--- src/rtl/mem_access_unit_pkg.sv ---
// Shared types for the memory access unit: FSM states and access size.
// No logic; no latency; no backpressure.
package mem_access_unit_pkg;

    typedef enum logic [1:0] {
        IDLE   = 2'd0,
        ACCESS = 2'd1,
        RESP   = 2'd2
    } mem_state_t;

    typedef enum logic {
        WORD = 1'b0,
        BYTE = 1'b1
    } lc3b_mem_size;

endpackage

--- src/rtl/mem_access_unit_if.sv ---
// Request/response and memory-port bundle for mem_access_unit.
// Wires only; no latency; the handshake is req_valid/req_ready, memory completion is mem_resp.
interface mem_access_unit_if #(
    parameter int WIDTH      = 16,
    parameter int ADDR_WIDTH = 16
);
    logic                    req_valid;
    logic                    req_ready;
    logic                    req_write;
    logic                    req_byte;
    logic [ADDR_WIDTH-1:0]   req_addr;
    logic [WIDTH-1:0]        req_wdata;
    logic                    resp_valid;
    logic [WIDTH-1:0]        resp_rdata;
    logic                    resp_err;
    logic                    mem_read;
    logic                    mem_write;
    logic [ADDR_WIDTH-1:0]   mem_address;
    logic [WIDTH-1:0]        mem_wdata;
    logic [WIDTH/8-1:0]      mem_byte_enable;
    logic                    mem_resp;
    logic [WIDTH-1:0]        mem_rdata;

    // The unit itself: takes requests, drives the memory port.
    modport slave (
        input  req_valid, req_write, req_byte, req_addr, req_wdata, mem_resp, mem_rdata,
        output req_ready, resp_valid, resp_rdata, resp_err,
               mem_read, mem_write, mem_address, mem_wdata, mem_byte_enable
    );

    // The environment: issues requests and plays the memory.
    modport master (
        output req_valid, req_write, req_byte, req_addr, req_wdata, mem_resp, mem_rdata,
        input  req_ready, resp_valid, resp_rdata, resp_err,
               mem_read, mem_write, mem_address, mem_wdata, mem_byte_enable
    );
endinterface

--- src/rtl/mem_access_unit_byte_lane_align.sv ---
// Byte-lane steering: store replication, lane enables, load select with zero-extend.
// Combinational, zero latency; no backpressure.
module byte_lane_align
    import mem_access_unit_pkg::*;
#(
    parameter int WIDTH = 16,
    localparam int NL   = WIDTH / 8,
    localparam int LB   = $clog2(NL)
) (
    input  lc3b_mem_size     st_size_i,
    input  logic [LB-1:0]    st_lane_i,
    input  logic [WIDTH-1:0] st_wdata_i,
    output logic [WIDTH-1:0] st_wdata_o,
    output logic [NL-1:0]    st_be_o,
    input  lc3b_mem_size     ld_size_i,
    input  logic [LB-1:0]    ld_lane_i,
    input  logic [WIDTH-1:0] ld_rdata_i,
    output logic [WIDTH-1:0] ld_rdata_o
);
    logic [WIDTH-1:0] ld_shifted;

    always_comb begin
        st_wdata_o = st_wdata_i;
        st_be_o    = '1;
        if (st_size_i == BYTE) begin
            st_wdata_o = {NL{st_wdata_i[7:0]}};
            st_be_o    = NL'(1) << st_lane_i;
        end
    end

    always_comb begin
        ld_shifted = ld_rdata_i >> {ld_lane_i, 3'b000};
        ld_rdata_o = ld_rdata_i;
        if (ld_size_i == BYTE) begin
            ld_rdata_o = {{(WIDTH-8){1'b0}}, ld_shifted[7:0]};
        end
    end
endmodule

--- src/rtl/mem_access_unit.sv ---
// Single-outstanding load/store unit with byte lanes, misalignment check and wait-state timeout.
// Latency: accept -> ACCESS next cycle, resp_valid one cycle after mem_resp; misaligned responds in 1.
// Backpressure: req_ready only in IDLE; memory stalls by withholding mem_resp until TIMEOUT.
module mem_access_unit
    import mem_access_unit_pkg::*;
#(
    parameter int WIDTH      = 16,
    parameter int ADDR_WIDTH = 16,
    parameter int TIMEOUT    = 64
) (
    input  logic             clk,
    input  logic             rst_n,
    mem_access_unit_if.slave bus
);
    localparam int NL = WIDTH / 8;
    localparam int LB = $clog2(NL);
    localparam int CW = $clog2(TIMEOUT) + 1;
    localparam logic [CW-1:0] CNT_LAST = CW'(TIMEOUT - 1);

    mem_state_t             state_q, state_d;
    logic                   write_q, write_d;
    lc3b_mem_size           size_q, size_d;
    logic [LB-1:0]          lane_q, lane_d;
    logic [CW-1:0]          cnt_q, cnt_d;
    logic [ADDR_WIDTH-1:0]  mar_q, mar_d;
    logic [WIDTH-1:0]       mdr_q, mdr_d;
    logic [NL-1:0]          be_q, be_d;
    logic [WIDTH-1:0]       rdata_q, rdata_d;
    logic                   err_q, err_d;

    lc3b_mem_size           req_size;
    logic [LB-1:0]          req_lane;
    logic [WIDTH-1:0]       st_wdata;
    logic [NL-1:0]          st_be;
    logic [WIDTH-1:0]       ld_rdata;

    assign req_size = lc3b_mem_size'(bus.req_byte);
    assign req_lane = bus.req_addr[LB-1:0];

    byte_lane_align #(.WIDTH(WIDTH)) u_align (
        .st_size_i  (req_size),
        .st_lane_i  (req_lane),
        .st_wdata_i (bus.req_wdata),
        .st_wdata_o (st_wdata),
        .st_be_o    (st_be),
        .ld_size_i  (size_q),
        .ld_lane_i  (lane_q),
        .ld_rdata_i (bus.mem_rdata),
        .ld_rdata_o (ld_rdata)
    );

    // Strobes decode from the async-reset state, so they drop the moment rst_n falls.
    assign bus.req_ready       = (state_q == IDLE);
    assign bus.resp_valid      = (state_q == RESP);
    assign bus.resp_err        = (state_q == RESP) && err_q;
    assign bus.resp_rdata      = rdata_q;
    assign bus.mem_read        = (state_q == ACCESS) && !write_q;
    assign bus.mem_write       = (state_q == ACCESS) && write_q;
    assign bus.mem_address     = mar_q;
    assign bus.mem_wdata       = mdr_q;
    assign bus.mem_byte_enable = be_q;

    always_comb begin
        state_d = state_q;
        write_d = write_q;
        size_d  = size_q;
        lane_d  = lane_q;
        cnt_d   = cnt_q;
        mar_d   = mar_q;
        mdr_d   = mdr_q;
        be_d    = be_q;
        rdata_d = rdata_q;
        err_d   = err_q;
        case (state_q)
            IDLE: begin
                if (bus.req_valid) begin
                    mar_d   = bus.req_addr;
                    mdr_d   = st_wdata;
                    be_d    = st_be;
                    write_d = bus.req_write;
                    size_d  = req_size;
                    lane_d  = req_lane;
                    cnt_d   = '0;
                    if (req_size == WORD && req_lane != '0) begin
                        err_d   = 1'b1;
                        rdata_d = '0;
                        state_d = RESP;
                    end else begin
                        err_d   = 1'b0;
                        state_d = ACCESS;
                    end
                end
            end
            ACCESS: begin
                cnt_d = cnt_q + 1'b1;
                // mem_resp takes priority over a coincident timeout.
                if (bus.mem_resp) begin
                    if (!write_q) rdata_d = ld_rdata;
                    err_d   = 1'b0;
                    state_d = RESP;
                end else if (cnt_q == CNT_LAST) begin
                    err_d   = 1'b1;
                    rdata_d = '0;
                    state_d = RESP;
                end
            end
            RESP:    state_d = IDLE;
            default: state_d = IDLE;
        endcase
    end

    always_ff @(posedge clk or negedge rst_n) begin
        if (!rst_n) begin
            state_q <= IDLE;
            write_q <= 1'b0;
            size_q  <= WORD;
            lane_q  <= '0;
            cnt_q   <= '0;
            mar_q   <= '0;
            mdr_q   <= '0;
            be_q    <= '0;
            rdata_q <= '0;
            err_q   <= 1'b0;
        end else begin
            state_q <= state_d;
            write_q <= write_d;
            size_q  <= size_d;
            lane_q  <= lane_d;
            cnt_q   <= cnt_d;
            mar_q   <= mar_d;
            mdr_q   <= mdr_d;
            be_q    <= be_d;
            rdata_q <= rdata_d;
            err_q   <= err_d;
        end
    end
endmodule

--- src/flat_wrapper.sv ---
// flat-port wrapper written by rule: the top's interface ports become plain ports
module mem_access_unit_flat import mem_access_unit_pkg::*;
#(
    parameter int WIDTH      = 16,
    parameter int ADDR_WIDTH = 16,
    parameter int TIMEOUT    = 64
)
  (clk, rst_n, bus_req_valid, bus_req_write, bus_req_byte, bus_req_addr, bus_req_wdata, bus_mem_resp, bus_mem_rdata, bus_req_ready, bus_resp_valid, bus_resp_rdata, bus_resp_err, bus_mem_read, bus_mem_write, bus_mem_address, bus_mem_wdata, bus_mem_byte_enable);
  mem_access_unit_if #(.WIDTH(WIDTH), .ADDR_WIDTH(ADDR_WIDTH)) bus_i ();
  input  logic clk;
  input  logic rst_n;
  input wire logic [$bits(bus_i.req_valid)-1:0] bus_req_valid;
  input wire logic [$bits(bus_i.req_write)-1:0] bus_req_write;
  input wire logic [$bits(bus_i.req_byte)-1:0] bus_req_byte;
  input wire logic [$bits(bus_i.req_addr)-1:0] bus_req_addr;
  input wire logic [$bits(bus_i.req_wdata)-1:0] bus_req_wdata;
  input wire logic [$bits(bus_i.mem_resp)-1:0] bus_mem_resp;
  input wire logic [$bits(bus_i.mem_rdata)-1:0] bus_mem_rdata;
  output wire logic [$bits(bus_i.req_ready)-1:0] bus_req_ready;
  output wire logic [$bits(bus_i.resp_valid)-1:0] bus_resp_valid;
  output wire logic [$bits(bus_i.resp_rdata)-1:0] bus_resp_rdata;
  output wire logic [$bits(bus_i.resp_err)-1:0] bus_resp_err;
  output wire logic [$bits(bus_i.mem_read)-1:0] bus_mem_read;
  output wire logic [$bits(bus_i.mem_write)-1:0] bus_mem_write;
  output wire logic [$bits(bus_i.mem_address)-1:0] bus_mem_address;
  output wire logic [$bits(bus_i.mem_wdata)-1:0] bus_mem_wdata;
  output wire logic [$bits(bus_i.mem_byte_enable)-1:0] bus_mem_byte_enable;
  assign bus_i.req_valid = bus_req_valid;
  assign bus_i.req_write = bus_req_write;
  assign bus_i.req_byte = bus_req_byte;
  assign bus_i.req_addr = bus_req_addr;
  assign bus_i.req_wdata = bus_req_wdata;
  assign bus_i.mem_resp = bus_mem_resp;
  assign bus_i.mem_rdata = bus_mem_rdata;
  assign bus_req_ready = bus_i.req_ready;
  assign bus_resp_valid = bus_i.resp_valid;
  assign bus_resp_rdata = bus_i.resp_rdata;
  assign bus_resp_err = bus_i.resp_err;
  assign bus_mem_read = bus_i.mem_read;
  assign bus_mem_write = bus_i.mem_write;
  assign bus_mem_address = bus_i.mem_address;
  assign bus_mem_wdata = bus_i.mem_wdata;
  assign bus_mem_byte_enable = bus_i.mem_byte_enable;
  mem_access_unit #(.WIDTH(WIDTH), .ADDR_WIDTH(ADDR_WIDTH), .TIMEOUT(TIMEOUT)) u_core (.clk(clk), .rst_n(rst_n), .bus(bus_i));
endmodule
--- config.mk ---
export PLATFORM = sky130hd
export DESIGN_NAME = mem_access_unit_flat
export DESIGN_NICKNAME = d
export VERILOG_FILES = /design/src/rtl/mem_access_unit_pkg.sv /design/src/rtl/mem_access_unit_if.sv /design/src/rtl/mem_access_unit_byte_lane_align.sv /design/src/rtl/mem_access_unit.sv /design/src/flat_wrapper.sv
export SDC_FILE = /design/constraint.sdc
export NUM_CORES = 1
export LEC_CHECK = 0
export ABC_AREA = 0
export CORE_AREA = 5 5 86 88
export CTS_CLUSTER_DIAMETER = 100
export DETAILED_ROUTE_END_ITERATION = 8
export DIE_AREA = 0 0 91 93
export PLACE_DENSITY = 0.79
export SLEW_MARGIN = 20
export SYNTH_ARGS = -nofsm -noshare
export SYNTH_HDL_FRONTEND = slang
export SYNTH_SLANG_ARGS = --single-unit
export TNS_END_PERCENT = 1
--- constraint.sdc ---
create_clock -name clk -period 1.75 [get_ports clk]
set_input_delay 0.175 -clock clk [delete_from_list [all_inputs] [get_ports clk]]
set_output_delay 0.175 -clock clk [all_outputs]
set_load 0.01 [all_outputs]
After elaboration in Yosys (flattened, before gate mapping):

Index checks and enable logic that the tools add are counted.
Widths: inputs -> output; s select.

* word-level logic and storage cells: 54
* output and inout bits: 55
* input bits: 54
* bits in registers: 63

* $add $sub $neg: 1
* shifts and indexed selects: 2
* bitwise logic cells: 1
* reductions and logical operators: 12
* equality and inequality tests: 7
* muxes and demuxes: 21

Operator list (count)
* $mux 16: 7
* $pmux 16 s2: 1
* $shr 16x4->8: 1
* $pmux 7 s2: 1
* $mux 2: 5
* $add 7x1->7 const B: 1
* $eq 7x6->1 const B: 1
* $mux 7: 1
* $ne 3x3->1 const B: 2
* $reduce_and 2->1: 3
* $reduce_and 5->1: 1
* $logic_and 1x1->1: 4
* $mux 1: 4
* $pmux 2 s2: 1
* $reduce_and 3->1: 1
* $eq 2x1->1 const B: 1
* $eq 2x2->1 const B: 1
* $logic_not 2->1: 1
* $ne 2x1->1 const B: 1
* $ne 2x2->1 const B: 1
* $pmux 1 s2: 1
* $reduce_bool 2->1: 1
* $shl 1x1->2 const A: 1
* $logic_not 1->1: 1
* $not 1->1: 1

Logic depth before layout (Yosys ltp):

* word-level depth: 5
* gate-level depth with buffers: 6
* mapped depth without buffers: 5

Modules after synthesis:

From an unflattened synthesis, not the netlist that was laid out.

* cell total of the unflattened synthesis: 317
* area total of the unflattened synthesis: 2964.1 µm²

Modules (own cells, without submodules)
* mem_access_unit: cells each 281, area an instance 2627.5 µm², instances 1, sequential area each 1551.5 µm²
* byte_lane_align: cells each 36, area an instance 336.6 µm², instances 1, sequential area each 0.0 µm²

Worst setup path before layout:

No wires, ideal clock.

* kind: register to register
* from: reg u_core.cnt_q[0]
* to: reg u_core.rdata_q[0], in the netlist u_core.bus.resp_rdata[0]
* cell stages (with the launch flop): 7
* library setup time: 0.140 ns
* setup slack: 0.180 ns
* period minus slack after synthesis: 1.570 ns
* buffers on the path: 1
* data required time: 1.610 ns
* arrival time: 1.430 ns
* path through: dfrtp_1 > ha_1 > inv_1 > o311a_4 > clkbuf_1 > o21ai_1 > o41ai_2

* cells in the longest elaborated chain, start to end: 3

RTL lines
* start: declaration: line mem_access_unit.sv:24 `logic [CW-1:0] cnt_q, cnt_d;`
* start signal: assignment: line mem_access_unit.sv:129 `cnt_q <= cnt_d;`
* $eq 7x6->1: line mem_access_unit.sv:101 `end else if (cnt_q == CNT_LAST) begin`
* $ne 3x3->1 (no source line)
* $reduce_and 5->1 (no source line)
* end signal: assignment: line mem_access_unit.sv:133 `rdata_q <= rdata_d;`
* end: declaration: line mem_access_unit.sv:28 `logic [WIDTH-1:0] rdata_q, rdata_d;`

Every way passes these cells.
A chain may end at the register's enable or synchronous reset.

Worst setup path after layout:

* from: reg u_core.cnt_q[1]
* to: reg u_core.rdata_q[13], in the netlist u_core.bus.resp_rdata[13]

Same word-level chain as after synthesis.

==> flow_summary.toml <==
[power_and_ir_drop]
power_density_nw_per_um2 = 1550
max-vdd-ir-drop_uv = 716
p_leak_uw = 0.00205
p_sw_share_pct = 34.4
internal_power_uw = 4390
combPwrFrac_pct = 44.9
p_switching_uw = 2300
power.total_uw = 6690
power.share.clock_pct = 20.5
seqPwrFrac_pct = 34.6

[sta]
slew_violations = 0
setup_viol = 0
worst_pin_slew_ns = 0.494
rsz0062_at_grt = "no"
min_period_ns = 1.68
fin_crit_sh_pct = 96.0
fmax_ghz = 0.595
relSlewSlack_pct = 67.0
fin_setup_tns_ns = 0
fin_ws_ns = 0.0697
hold_violations = 0
finalClockSkew_ns = 0.00363

[route]
viasPerCell = 5.02
wl_per_cell_um = 15.6
ant_nets = 0
drtIter0Drc = 93
routed_wl_mm = 7.70
firstDrtPassIters = 5
drc = 0
routed-via-count = 2479

[worst_setup_path]
critPathMaxStageDelay_ns = 0.40
cp_max_fo = 30
start_kind = "register"
endpoint_kind = "register"
timing.critical_path.required_ns = 1.95
path_cells = "ha_1 -> inv_1 -> o311a_4 -> buf_12 -> o21ai_0 -> o31ai_1"
path_class = "register to register"
cp_slowest_cell = "o311a_4"
cp.arrival_ns = 1.88

[layout]
seq_area_sq_um = 1550
layout_commonest_cell = "clkdlybuf4s50_1"
drive_gt1_share_pct = 11.4
fin_nets = 464
fill_cells = 547
area_growth_pct = 53.8
antenna_cells = 0
layout_common_cells = "102 x clkdlybuf4s50_1, 100 x nand2_1, 62 x dfrtp_1"
multi_input_area_sq_um = 1160

[clock_network]
clockRootBuffer = "clkbuf_8"
htreeDepth = 3
cts_buffer_depth = 2
clock_latency_ns = 0.32
cts_made_buffers = 9
clkTransAtPathRegs_ns = 0.07
cts_tree = "yes"
cts_sinks = 62

[synth]
ys_seq_area_share_pct = 55.4
syn_inst = 285
syn_area_sq_um = 2800
avgSynthCellArea_sq_um = 9.83
synth_nets = 340
ys_ff_latch = 62
ys_warn_count = 0
synthDistinctLibCells = 33

[placement]
port_buffers = 108
dp_slack_ns = 0.0656
gp_congestion = 0.836
dp_hpwl_mm = 5.46

[die]
die_area_sq_um = 8460
fp.dieW_um = 91
io_pins = 109
die_h_um = 93
start_util_pct = 42.6
core-area_sq_um = 6570
rows = 30

[grt]
antenna_found_initial = 0
grt_pass1_wl_mm = 12.4
grt_start_max_net_pins = 63
grt_pass1_vias = 2520
overflow = 0
grtUsageTotal_pct = 18.1

[job]
max_cap_violations = 0

[outcome]
outcome = "complete, no violations"

[min_path]
hold_class = "input port to register"
==> synthesized netlist by cell type, drive strengths merged <==
| library cell | count | area share [%] |
|---|---|---|
| nand2 | 100 | 13 |
| dfrtp | 62 | 55 |
| o21ai | 31 | 5.5 |
| mux2i | 15 | 5.4 |
| clkbuf | 11 | 1.5 |
| nor2 | 11 | 1.5 |
| o31ai | 9 | 2.4 |
| o41ai | 7 | 4.1 |
| buf | 5 | 1.3 |
| nand3 | 4 | 0.71 |
| a31oi | 3 | 0.67 |
| and2 | 3 | 0.67 |
| inv | 3 | 0.40 |
| nand4 | 3 | 0.89 |
| a22o | 2 | 0.63 |
| mux2 | 2 | 0.80 |
| nor2b | 2 | 0.45 |
| o211ai | 2 | 0.54 |
| a21oi | 1 | 0.18 |
| and2b | 1 | 0.27 |
| ha | 1 | 0.45 |
| nand2b | 1 | 0.22 |
| nand3b | 1 | 0.71 |
| o21ba | 1 | 0.36 |
| o21bai | 1 | 0.27 |
| o311a | 1 | 0.76 |
| o311ai | 1 | 0.31 |
| xor2 | 1 | 0.31 |
==> final cells by class <==
type	instances	area share, %
sequential	62	36.0
tap	80	2.32
multi-input combinational	204	27.0
clock buffer	12	3.37
timing repair buffer	129	29.4
clock inverter	4	1.63
inverter	3	0.261
==> worst max-delay path, delay by kind of cell (launching register included) <==
kind	cells	cell delay (ns)
AOI/OAI and AO/OA	3	0.72
DFF	1	0.36
buffers and inverters	2	0.26
adders and majority gates	1	0.21
==> state kept, by name (all words and copies together) (netlist names) <==
signal,count
u_core.err_q,1
u_core.size_q,1
u_core.bus.mem_byte_enable,2
u_core.bus.mem_wdata,16
u_core.bus.mem_address,16
u_core.cnt_q,7
u_core.bus.resp_rdata,16
u_core.state_q,2
u_core.write_q,1
==> power groups by stage <==
| stage | Sequential (uW) | Combinational [uW] | Clock (uW) |
|---|---|---|---|
| floorplan | 2530 | 1150 | 0 |
| global placement | 2320 | 2930 | 0 |
| detailed placement | 2340 | 3030 | 0 |
| CTS | 2320 | 3050 | 1400 |
| global route | 2400 | 3270 | 1460 |
| finish | 2310 | 3010 | 1370 |
==> final timing paths <==
kind	start	cells past startpoint	slack (ns)	endpoint
min	bus_req_addr[12]	3	0.38	u_core.bus.mem_address[12]
max in group asynchronous	rst_n	3	1.08	u_core.bus.mem_address[7]
max	u_core.cnt_q[1]	6	0.07	u_core.bus.resp_rdata[13]
min reg2reg	u_core.bus.mem_wdata[10]	2	0.47	u_core.bus.mem_wdata[10]
min in group asynchronous	rst_n	3	0.39	u_core.cnt_q[3]
max reg2reg	u_core.cnt_q[1]	6	0.07	u_core.bus.resp_rdata[13]
==> per-stage QoR <==
| step | instances | hold slack [ns] | instance area (sq um) | util [%] |
|---|---|---|---|---|
| detailed placement | 475 | 0.211 | 4070 | 62.0 |
| global route | 494 | 0.385 | 4310 | 65.6 |
| finish | 494 | 0.382 | 4310 | 65.6 |
| floorplan | 285 | -0.121 | 2800 | - |
| global placement | 475 | 0.209 | 4070 | 62.0 |
| CTS | 494 | 0.363 | 4310 | 65.6 |
==> metal layers <==
metal	track usage (%)	vias up	routed length, um
li1	-	1214	-
met1	22.6	1166	3350
met2	29.4	90	3650
met3	5.47	9	583
met4	7.09	0	120
met5	0	-	0
==> cell families (layout without fill, tap and decap cells) <==
logic type               Yosys count  in the layout  synth area share (%)
XOR/XNOR                           1              1                 0.313
multiplexers                      17             17                  6.17
flip-flops                        62             62                  55.4
buffers and inverters             19            148                  3.13
AND/OR/NAND/NOR                  126            126                  18.8
AO/OA/AOI/OAI                     59             59                  15.7
adder cells (fa/ha/maj)            1              1                 0.447
==> repair_timing <==
item,CTS,global route
gates resized for setup,6,0
buffers inserted,2,0
endpoints found under the hold margin,62,0
setup endpoints to repair,5,0
hold buffers,1,0
No activity file was read; power rests on OpenSTA's default activity.
